$ cat src/rtl/hilo_muldiv_ctrl_if.sv
// Request/result bundle between the EX stage and the HI/LO multiply/divide sequencer.
// The pipeline side is the master; the sequencer is the slave.
interface hilo_muldiv_ctrl_if;
    logic        start_i;
    logic [2:0]  op_i;
    logic [31:0] rs_i;
    logic [31:0] rt_i;
    logic        flush_i;
    logic        stall_o;
    logic [1:0]  hilo_we_o;
    logic [31:0] hi_o;
    logic [31:0] lo_o;

    modport master (
        output start_i, op_i, rs_i, rt_i, flush_i,
        input  stall_o, hilo_we_o, hi_o, lo_o
    );

    modport slave (
        input  start_i, op_i, rs_i, rt_i, flush_i,
        output stall_o, hilo_we_o, hi_o, lo_o
    );
endinterface

$ cat src/rtl/hilo_muldiv_ctrl.sv
// Iterative 32-step shift-add multiplier / restoring divider that owns HI/LO writes.
// Works on magnitudes and applies the result signs in the DONE cycle.
module hilo_muldiv_ctrl (
    input  logic               clk,
    input  logic               rst,
    hilo_muldiv_ctrl_if.slave  bus
);
    typedef enum logic [1:0] {S_IDLE, S_MUL, S_DIV, S_DONE} state_t;

    localparam logic [2:0] OP_MTHI = 3'b100;
    localparam logic [2:0] OP_MTLO = 3'b101;

    state_t      state_q;
    logic [4:0]  cnt_q;
    logic [63:0] acc_q;       // mul: {partial product, multiplier}; div: {remainder, dividend/quotient}
    logic [31:0] opb_q;       // mul: multiplicand magnitude; div: divisor magnitude
    logic [31:0] rs_q;
    logic        mul_q;
    logic        neg_res_q;
    logic        neg_rem_q;
    logic        div0_q;

    function automatic logic [31:0] mag32(input logic signed [31:0] v, input logic sgn);
        return (sgn && v < 0) ? $unsigned(-v) : $unsigned(v);
    endfunction

    function automatic logic [63:0] neg_if64(input logic [63:0] v, input logic en);
        return en ? (~v + 64'd1) : v;
    endfunction

    function automatic logic [31:0] neg_if32(input logic [31:0] v, input logic en);
        return en ? (~v + 32'd1) : v;
    endfunction

    logic        req_md;
    logic        req_signed;
    logic [32:0] mul_sum;
    logic [63:0] mul_next;
    logic [32:0] div_shift;
    logic [32:0] div_diff;
    logic [63:0] div_next;
    logic [63:0] prod;

    assign req_md     = bus.start_i && !bus.op_i[2];
    assign req_signed = !bus.op_i[0];

    assign mul_sum  = {1'b0, acc_q[63:32]} + {1'b0, (acc_q[0] ? opb_q : 32'd0)};
    assign mul_next = {mul_sum, acc_q[31:1]};

    // The remainder always stays below the divisor, so 32 stored bits suffice.
    assign div_shift = {acc_q[63:32], acc_q[31]};
    assign div_diff  = div_shift - {1'b0, opb_q};
    assign div_next  = div_diff[32] ? {div_shift[31:0], acc_q[30:0], 1'b0}
                                    : {div_diff[31:0],  acc_q[30:0], 1'b1};

    assign prod = neg_if64(acc_q, neg_res_q);

    always_ff @(posedge clk) begin
        if (rst) begin
            state_q <= S_IDLE;
            cnt_q   <= 5'd0;
        end else if (bus.flush_i) begin
            state_q <= S_IDLE;
        end else begin
            case (state_q)
                S_IDLE: begin
                    if (req_md) begin
                        cnt_q     <= 5'd0;
                        mul_q     <= !bus.op_i[1];
                        rs_q      <= bus.rs_i;
                        neg_res_q <= req_signed && (bus.rs_i[31] ^ bus.rt_i[31]);
                        neg_rem_q <= req_signed && bus.rs_i[31];
                        div0_q    <= (bus.rt_i == 32'd0);
                        if (!bus.op_i[1]) begin
                            acc_q   <= {32'd0, mag32(bus.rt_i, req_signed)};
                            opb_q   <= mag32(bus.rs_i, req_signed);
                            state_q <= S_MUL;
                        end else begin
                            acc_q   <= {32'd0, mag32(bus.rs_i, req_signed)};
                            opb_q   <= mag32(bus.rt_i, req_signed);
                            state_q <= S_DIV;
                        end
                    end
                end
                S_MUL: begin
                    acc_q <= mul_next;
                    cnt_q <= cnt_q + 5'd1;
                    if (cnt_q == 5'd31) state_q <= S_DONE;
                end
                S_DIV: begin
                    acc_q <= div_next;
                    cnt_q <= cnt_q + 5'd1;
                    if (cnt_q == 5'd31) state_q <= S_DONE;
                end
                default: state_q <= S_IDLE;
            endcase
        end
    end

    always_comb begin
        bus.stall_o   = 1'b0;
        bus.hilo_we_o = 2'b00;
        bus.hi_o      = 32'd0;
        bus.lo_o      = 32'd0;
        if (!bus.flush_i) begin
            case (state_q)
                S_IDLE: begin
                    if (req_md) begin
                        bus.stall_o = 1'b1;
                    end else if (bus.start_i && bus.op_i == OP_MTHI) begin
                        bus.hilo_we_o = 2'b10;
                        bus.hi_o      = bus.rs_i;
                    end else if (bus.start_i && bus.op_i == OP_MTLO) begin
                        bus.hilo_we_o = 2'b01;
                        bus.lo_o      = bus.rs_i;
                    end
                end
                S_MUL, S_DIV: bus.stall_o = 1'b1;
                default: begin
                    bus.hilo_we_o = 2'b11;
                    if (mul_q) begin
                        bus.hi_o = prod[63:32];
                        bus.lo_o = prod[31:0];
                    end else if (div0_q) begin
                        bus.hi_o = rs_q;
                        bus.lo_o = 32'hFFFF_FFFF;
                    end else begin
                        bus.hi_o = neg_if32(acc_q[63:32], neg_rem_q);
                        bus.lo_o = neg_if32(acc_q[31:0], neg_res_q);
                    end
                end
            endcase
        end
    end
endmodule

$ cat src/flat_wrapper.sv
// flat-port wrapper written by rule: the top's interface ports become plain ports
module hilo_muldiv_ctrl_flat 
  (clk, rst, bus_start_i, bus_op_i, bus_rs_i, bus_rt_i, bus_flush_i, bus_stall_o, bus_hilo_we_o, bus_hi_o, bus_lo_o);
  hilo_muldiv_ctrl_if bus_i ();
  input  logic clk;
  input  logic rst;
  input wire logic [$bits(bus_i.start_i)-1:0] bus_start_i;
  input wire logic [$bits(bus_i.op_i)-1:0] bus_op_i;
  input wire logic [$bits(bus_i.rs_i)-1:0] bus_rs_i;
  input wire logic [$bits(bus_i.rt_i)-1:0] bus_rt_i;
  input wire logic [$bits(bus_i.flush_i)-1:0] bus_flush_i;
  output wire logic [$bits(bus_i.stall_o)-1:0] bus_stall_o;
  output wire logic [$bits(bus_i.hilo_we_o)-1:0] bus_hilo_we_o;
  output wire logic [$bits(bus_i.hi_o)-1:0] bus_hi_o;
  output wire logic [$bits(bus_i.lo_o)-1:0] bus_lo_o;
  assign bus_i.start_i = bus_start_i;
  assign bus_i.op_i = bus_op_i;
  assign bus_i.rs_i = bus_rs_i;
  assign bus_i.rt_i = bus_rt_i;
  assign bus_i.flush_i = bus_flush_i;
  assign bus_stall_o = bus_i.stall_o;
  assign bus_hilo_we_o = bus_i.hilo_we_o;
  assign bus_hi_o = bus_i.hi_o;
  assign bus_lo_o = bus_i.lo_o;
  hilo_muldiv_ctrl u_core (.clk(clk), .rst(rst), .bus(bus_i));
endmodule
$ cat config.mk
export PLATFORM = sky130hd
export DESIGN_NAME = hilo_muldiv_ctrl_flat
export DESIGN_NICKNAME = d
export VERILOG_FILES = /design/src/rtl/hilo_muldiv_ctrl_if.sv /design/src/rtl/hilo_muldiv_ctrl.sv /design/src/flat_wrapper.sv
export SDC_FILE = /design/constraint.sdc
export NUM_CORES = 1
export LEC_CHECK = 0
export ABC_AREA = 1
export CORE_AREA = 2 2 210 212
export DETAILED_ROUTE_END_ITERATION = 7
export DIE_AREA = 0 0 212 214
export PLACE_DENSITY = 0.64
export RECOVER_POWER = 50
export SLEW_MARGIN = 20
export SYNTH_ARGS = -nofsm -noshare
export SYNTH_HDL_FRONTEND = slang
export SYNTH_SLANG_ARGS = --single-unit
export TNS_END_PERCENT = 5
$ cat constraint.sdc
create_clock -name clk -period 6.6 [get_ports clk]
set_input_delay 1.65 -clock clk [delete_from_list [all_inputs] [get_ports clk]]
set_output_delay 1.65 -clock clk [all_outputs]
set_load 0.005 [all_outputs]
### Yosys cells after proc, flatten, opt, wreduce, memory -nomap -nowiden

Cells that the tools add are included.

| word-level totals | value |
|---|---|
| flip-flop bits (word level) | 139 |
| output and inout port bits | 67 |
| input bits | 71 |
| logic and storage cells | 90 |

| cells by class | value |
|---|---|
| bitwise operators | 6 |
| multiplexer cells | 38 |
| equality and inequality tests | 7 |
| magnitude comparators | 2 |
| reduce and logical (&&, ||, !) cells | 20 |
| $add $sub $neg | 8 |

Operators with widths:

| operator | number |
|---|---|
| 32-bit two-way mux | 18 |
| 64-bit two-way mux | 3 |
| 64-bit case mux with 3 select lines | 1 |
| 32-bit case mux with 2 select lines | 2 |
| 32-bit by 1-bit adder with 32-bit output, second input constant | 2 |
| 64-bit by 1-bit adder with 64-bit output, second input constant | 1 |
| 32-bit by 1-bit less-than comparator with 1-bit output, second input constant | 2 |
| 32-bit negation | 2 |
| 32-bit NOT | 2 |
| 64-bit NOT | 1 |
| 32-bit by 32-bit adder with 33-bit output | 1 |
| 33-bit by 32-bit subtractor with 33-bit output | 1 |
| 32-bit zero test | 1 |
| 2-bit two-way mux | 6 |
| 5-bit case mux with 2 select lines | 1 |
| 2-bit case mux with 2 select lines | 2 |
| 4-bit AND reduction | 2 |
| 1-bit logical AND | 7 |
| 3-bit == test, second input constant | 2 |
| 5-bit by 1-bit adder with 5-bit output, second input constant | 1 |
| 5-bit == test, second input constant | 1 |
| 5-bit two-way mux | 1 |
| 2-bit by 1-bit inequality test with 1-bit output, second input constant | 2 |
| 2-bit OR reduction | 2 |
| other kinds (12) | 17 |

### Logic depth before layout (Yosys ltp)

| logic depth | value |
|---|---|
| depth after elaboration | 7 |
| gate-level depth with buffers | 19 |
| gate-level depth less buffers | 17 |

### Worst setup path after synthesis

Ideal clock, no wire load.

| timing | value |
|---|---|
| path type | input to register |
| start | input port bus_flush_i |
| end | register u_core.acc_q[0] (enable) |
| cell stages on the path | 5 |
| path slack | 1262 ps |
| arrival | 4851 ps |
| library setup time | 486 ps |
| cells stage by stage | nor2_1 -> inv_1 -> nor2_1 -> inv_1 -> nor2_1 |

| between the ends | value |
|---|---|
| longest elaborated chain between the ends | 2 |

RTL lines:

| what | RTL line | RTL |
|---|---|---|
| from (decl) | flat_wrapper.sv:11 | `input wire logic [$bits(bus_i.flush_i)-1:0] bus_flush_i;` |
| 1-bit NOT (no source line) | - |  |
| 4-bit AND reduction (no source line) | - |  |
| to (signal assigned) | hilo_muldiv_ctrl.sv:75 | `acc_q <= {32'd0, mag32(bus.rt_i, req_signed)};` |
| to (signal assigned) | hilo_muldiv_ctrl.sv:79 | `acc_q <= {32'd0, mag32(bus.rs_i, req_signed)};` |
| to (signal assigned) | hilo_muldiv_ctrl.sv:86 | `acc_q <= mul_next;` |
| to (decl) | hilo_muldiv_ctrl.sv:15 | `logic [63:0] acc_q;` |

Every way passes these cells.
A chain may end at the register's enable or synchronous reset.

### Worst setup path after layout

| timing | value |
|---|---|
| start | input port bus_flush_i |
| end | output port bus_hilo_we_o[1] |

| between the ends | value |
|---|---|
| longest elaborated chain between the ends | 1 |

RTL lines:

| what | RTL line | RTL |
|---|---|---|
| 2-bit two-way mux | hilo_muldiv_ctrl.sv:105 | `if (!bus.flush_i) begin` |
| to (decl) | flat_wrapper.sv:13 | `output wire logic [$bits(bus_i.hilo_we_o)-1:0] bus_hilo_we_o;` |

Every way passes these cells.

==> results.toml <==
[status]
status = "finished, violations left"
failed_checks = "max-capacitance violations, max-slew violations"

[power_and_ir_drop]
seqPwrFrac = 0.362
p_leak_nw = 9.266
pwr-share-clk = 0.342
p_int_mw = 1.792
switchingPower_mw = 1.128
power_frac_comb = 0.296
swShare = 0.3863
total_power_mw = 2.919
max-vdd-ir-drop_v = 0.0001914
power_density_mw_per_mm2 = 146.3

[yosys]
synth_ff_type = "edfxtp_1"
synth-edff-count = 132
ys_seq_area_frac = 0.2338
ys_top_cells_by_area = "edfxtp_1 (23%), nand2_1 (19%), nand3_1 (8.2%), inv_1 (8.2%), a21oi_1 (7.0%)"
synth_nets = 3118
post-synth-top-area-fraction = 0.2258
ys_ff_latch = 139
ys_warn_count = 0
synthDistinctLibCells = 50
synth_top_area_cell = "edfxtp_1"
syn_inst = 2971
avgSynthCellArea_um2 = 5.909
async_reset_ff_frac = 0
synth_area_mm2 = 0.01755

[cells_and_area]
areaGrowthSynthToFinish_pct = 13.69
seq_area_mm2 = 0.004104
drive_above_1_share = 0.03973
fillers = 4694
multiInputGateArea_mm2 = 0.01150
final_area_mm2 = 0.01996
layout.nets = 3205

[route]
drt_iter0_markers = 2587
ant_nets = 0
drc = 0
vias = 21288
dr.pass1.iters = 6
wl_per_cell_um = 24.29
vias_per_cell = 5.821
wl_um = 88850

[die]
core_area_mm2 = 0.04289
fp.dieW_um = 212
rows = 76
io_pins = 138
dieHeight_um = 214
start_util = 0.4093
die_area_mm2 = 0.04537

[timing]
timing.fmax_ghz = 0.1679
hold_viol = 0
worstMarginPinSlew_ps = 2672
rsz0062_at_grt = "false"
fin_crit_ps = 5956
tns_ps = 0
max_slew_margin = -0.7815
drv_slew = 130
timing.final.crit_share = 0.9024
clock_skew_ps = 10.04
setup_viol = 0
final.setup.worst_slack_ps = 644.2

[global_route]
grt_pass1_vias = 19932
grt_pass1_wl_um = 129500
antenna_found_initial = 4
track_usage = 0.3903
grt-ovfl-total = 0
grt_max_degree = 70

[critical_path]
cpMaxStageDelayCell = "dlygate4sd3_1"
worst_ep_required_time_ps = 4950
arrival_ps = 4310
crit_start = "bus_flush_i"
path_depth = 7
end_kind = "output pin"
worstSetupStartpointType = "input port"
r2r-end = "u_core.acc_q[61]$_DFFE_PP_"
cp_max_fo = 16
r2r_cells = 16
crit_family = "buffers and inverters"
path_class = "in2out"
endpoint = "bus_hilo_we_o[1]"
cp.buffers_inverters = 5
worstPathCellList = "dlygate4sd3_1 > clkbuf_1 > clkinv_1 > clkbuf_1 > o21ai_0 > a21oi_1 > clkdlybuf4s50_1"
slowest_delay_ps = 660
r2r_start = "u_core.acc_q[32]$_DFFE_PP_"
cpMostUsedCell = "clkbuf_1"
rrSetupSlack_ps = 1510

[clocking]
cts_buffer_depth = 2
cts_inserted_buffers = 17
path_clk_slew_ps = 60
cts-root-buf = "clkbuf_16"
htreeDepth = 4
cts_tree = "done"
cts-hold-fix-buffers = 0
cts_setup_buffers = 0
clk_latency_ps = 490
cts_resized = 0
clock-sinks = 139

[placed_design]
place_congestion = 1.045
dpl_cell_area_mm2 = 0.01950
place_hpwl_um = 72590
port_buffers = 137
dp_worst_setup_slack_ps = 864.2

[run]
cap_violations = 2

[min_path]
hp-class = "reg2reg"
-- flip-flops by register name (all words and copies together) (netlist names) --
signal	count
u_core.acc_q	64
u_core.opb_q	32
u_core.rs_q	32
u_core.cnt_q	5
u_core.state_q	2
u_core.div0_q	1
u_core.mul_q	1
u_core.neg_rem_q	1
u_core.neg_res_q	1
-- cells by family after synthesis --
| kind of cell | after synthesis | synth area share |
|---|---|---|
| mux | 2 | 0.001140 |
| fa+ha+maj | 76 | 0.05503 |
| compound gates | 529 | 0.1656 |
| flops | 139 | 0.2338 |
| buf+inv | 500 | 0.1090 |
| simple gates | 1648 | 0.3971 |
| xor+xnor | 77 | 0.03842 |
-- metal layers --
layer	GRT usage	up-vias	share of wire
li1	-	9934	-
met4	0.2486	2	0.072
met3	0.06436	241	0.083
met1	0.4822	9947	0.39
met5	0	-	0.00014
met2	0.6291	1164	0.45
-- metrics by stage --
step | cells | utilization | hold slack (ps)
finish | 3657 | 0.4654 | 494.3
global placement | 3624 | 0.4547 | 462.6
floorplan | 2971 | - | 443.6
CTS | 3656 | 0.4679 | 495.9
detailed placement | 3624 | 0.4547 | 485.8
global route | 3657 | 0.4654 | 523.3
-- worst register-to-register path: stages (launching register included) --
cell and delay (ps):
edfxtp_1 550, clkinv_1 380, fa_1 570, inv_1 110
nand2_1 70, nand2_1 110, nand3_1 80, nand2_1 160
nand2_1 90, nand2_1 90, nand2_1 170, nand2_2 120
nand2_1 510, nand2_1 1220, nand2_1 350, nand2_1 160
a21oi_1 70
-- how the worst min path moves through the flow --
stage / from / endpoint / cells past startpoint
detailed placement: u_core.cnt_q[1]$_SDFFE_PP0P_ / u_core.cnt_q[1]$_SDFFE_PP0P_ / 2
CTS: u_core.cnt_q[1]$_SDFFE_PP0P_ / u_core.cnt_q[1]$_SDFFE_PP0P_ / 2
global placement: u_core.cnt_q[4]$_SDFFE_PP0P_ / u_core.cnt_q[4]$_SDFFE_PP0P_ / 2
global route: u_core.cnt_q[4]$_SDFFE_PP0P_ / u_core.cnt_q[4]$_SDFFE_PP0P_ / 2
finish: u_core.cnt_q[4]$_SDFFE_PP0P_ / u_core.cnt_q[4]$_SDFFE_PP0P_ / 2
floorplan: u_core.cnt_q[4]$_SDFFE_PP0P_ / u_core.cnt_q[4]$_SDFFE_PP0P_ / 2
-- layout by cell type, fill, tap and decap left out, types with 34 or more instances in the layout --
master and instances:
a21oi_1 247, clkdlybuf4s50_1 110, edfxtp_1 132, ha_1 73, inv_1 385, nand2_1 895, nand3_1 295, nand4_1 34
nor2_1 322, o21ai_0 168, xor2_1 57
-- synthesized netlist by cell type (8+ instances only) --
| master | n |
|---|---|
| a31oi_1 | 15 |
| o21a_1 | 8 |
| nand4_1 | 34 |
| nand2_2 | 22 |
| nand2_1 | 887 |
| edfxtp_1 | 132 |
| nor2_2 | 8 |
| inv_1 | 385 |
| nor2_1 | 326 |
| buf_1 | 12 |
| nand3b_1 | 17 |
| xnor2_1 | 20 |
| nand3_1 | 289 |
| inv_2 | 8 |
| buf_2 | 13 |
| o22ai_1 | 24 |
| nor3_1 | 30 |
| or2_2 | 13 |
| a21oi_1 | 247 |
| clkbuf_1 | 71 |
| nand3_2 | 10 |
| o21ai_0 | 168 |
| ha_1 | 74 |
| a21oi_2 | 11 |
| xor2_1 | 57 |
| a221oi_1 | 12 |
-- area by class of cell --
| cell class | instances | share of cell area |
|---|---|---|
| Multi-Input combinational cell | 2332 | 0.5762 |
| Antenna cell | 1 | 0.0001254 |
| Sequential cell | 139 | 0.2056 |
| Clock buffer | 18 | 0.02150 |
| Clock inverter | 14 | 0.006896 |
| Inverter | 400 | 0.07523 |
| Timing Repair Buffer | 168 | 0.07774 |
| Tap cell | 585 | 0.03667 |
-- power by group through the flow --
stage          logic [mW]  clock network (mW)  registers, mW
6_report            0.863               0.998           1.06
3_5_place_dp        0.846                   0           1.07
2_1_floorplan       0.509                   0           1.05
4_1_cts             0.849                1.00           1.05
5_1_grt             0.929                1.03           1.06
3_3_place_gp        0.841                   0           1.07
(Power assumes the default switching activity.)
==> edit: new RTL, same settings <==
Encoding of `state_t`: now one-hot (4 bits for 4 states).
--- a/src/rtl/hilo_muldiv_ctrl.sv
+++ b/src/rtl/hilo_muldiv_ctrl.sv
@@ -7,3 +7,3 @@
 );
-    typedef enum logic [1:0] {S_IDLE, S_MUL, S_DIV, S_DONE} state_t;
+    typedef enum logic [3:0] {S_IDLE = 4'b0001, S_MUL = 4'b0010, S_DIV = 4'b0100, S_DONE = 4'b1000} state_t;
 
Function: no difference found for any inputs over 4 cycles, from zero or initial values and one cycle with rst high; so few cycles prove little.
==> edit against the unedited design <==
The run still ends with capacitance limit, slew limit left; power down 7.6%; routed wire length fell by 1.0%; setup slack worse by 0.072 ns; fmax shrank 1.2%; area after synthesis is 0.66% lower; sequential cell count up 2; via count is 2.8% lower; final area fell by 0.39%; synthesized cell count shrank 3.4%; critical path depth grew 2; clock skew up 0.0052 ns; critical path type unchanged; critical endpoint is now bus_lo_o[29].
==> edit: results (changes against the unedited design) <==
Outcome
  • Failing checks: capacitance limit, slew limit
  • Status: complete, but fails checks

Yosys
  • Post-Syn Nets: 3,013 (-3.4%)
  • Area share of xor/xnor cells in the synthesized design: 4.02% (+0.18 points)
  • Synth cell types: 53 (+6.0%)
  • Seq/Total Area, Yosys: 23.8% (+0.38 points)
  • Mux cell area share after synthesis: 0.0574% (-0.057 points)
  • Top cell types by occurrence after synthesis: 846 x nand2_1, 356 x inv_1, 286 x nand3_1
  • Adder-Cell Fraction of Synth Area: 5.25% (-0.25 points)

Cells and area
  • Final #Nets: 3,111 (-2.9%)
  • Final instance area: 19,900 sq um (-0.39%)
  • Layout cell share with drive strength beyond 1: 4.53% (+0.56 points)
  • Filler cells: 4,666 (-0.60%)

Flow run
  • Max cap viols: 1 (-1)

Power and ir drop
  • VDD IR-drop max: 0.193 mV (+1.0%)
  • Leak pwr: 9.14 nW (-1.3%)
  • Switching Fraction: 34.4% (-4.2 points)

STA
  • Skew final: 0.0153 ns (+0.00523 ns)
  • Slew Viols, Final: 66 (-49%)
  • Worst-Margin Slew: 1.92 ns (-0.748 ns)

Worst setup path
  • Critical path startpoint: bus_op_i[0]
  • Slowest library cell on the worst path: clkdlybuf4s50_1
  • Slowest stage delay, CP: 0.56 ns (-0.10 ns)
  • Reg2reg setup slack: 1.21 ns (-0.30 ns)

Placement
  • Routability cong.: 1.02 (-2.1%)
  • Worst slack, placed: 0.626 ns (-0.238 ns)
  • DP Area: 19,400 sq um (-0.29%)
  • Hpwl dp: 72,900 um (+0.38%)

Drt
  • Avg WL per Cell: 24.6 um (+1.5%)
  • Initial drt markers: 2,478 (-4.2%)
  • Via count: 20,695 (-2.8%)

Global route
  • Antenna violations before repair: 1 (-3)
  • Global-route wire length before repair: 127,000 um (-2.0%)
  • Largest net degree at the start of global routing: 85 (+21%)
  • Vias in the first global route: 18,901 (-5.2%)

CTS
  • Clock buffer depth: 2 (unchanged)
-- edit: cells by family after synthesis --
logic type | after synthesis
xor gates and xnor gates | 80
buffers and inverters | 464
DFF | 141
AOI/OAI and AO/OA | 526
adders and majority gates | 72
muxes | 1
and+or+nand+nor | 1586
-- edit: worst min-delay path, stage by stage, from the launching register on --
cell and delay [ns]:
dfxtp_1 0.31, nand2_1 0.06, a21oi_1 0.05
-- edit: worst max path at each step --
stage | to | slack, ns | cells past startpoint
2_1_floorplan | u_core.div0_q$_DFFE_PP_ | 1.20 | 4
3_3_place_gp | bus_lo_o[29] | 0.70 | 9
3_5_place_dp | bus_lo_o[29] | 0.63 | 9
4_1_cts | bus_lo_o[29] | 0.62 | 9
5_1_grt | bus_lo_o[27] | 0.30 | 9
6_report | bus_lo_o[29] | 0.57 | 9
-- edit: cell type report --
type,count,area [sq um],area share [%]
Tap cell,585,732,3.68
Sequential cell,141,4140,20.8
Inverter,370,1390,6.99
Clock buffer,17,425,2.14
Clock inverter,15,163,0.818
Antenna cell,1,2.50,0.0126
Timing Repair Buffer,173,1590,8.01
Multi-Input combinational cell,2265,11400,57.5
-- edit: metal layers --
| metal | global-route usage [%] | wire length, um | vias to the layer above |
|---|---|---|---|
| met3 | 7.04 | 8220 | 184 |
| met2 | 59.6 | 38800 | 1074 |
| li1 | - | - | 9678 |
| met4 | 16.3 | 3890 | 0 |
| met5 | 0 | 0 | - |
| met1 | 52.6 | 37000 | 9759 |
-- edit: metrics by stage --
step / instances / util, %
finish: 3567 / 46.4
CTS: 3566 / 46.7
detailed placement: 3534 / 45.3
global route: 3566 / 46.3
floorplan: 2870 / -
global placement: 3534 / 45.3
-- edit: power by group through the flow --
stage               logic, mW  registers (mW)  clock network [mW]
floorplan               0.351            1.03                   0
global placement        0.632            1.04                   0
detailed placement      0.634            1.04                   0
CTS                     0.637            1.03                1.03
global route            0.688            1.03                1.05
finish                  0.642            1.03                1.03
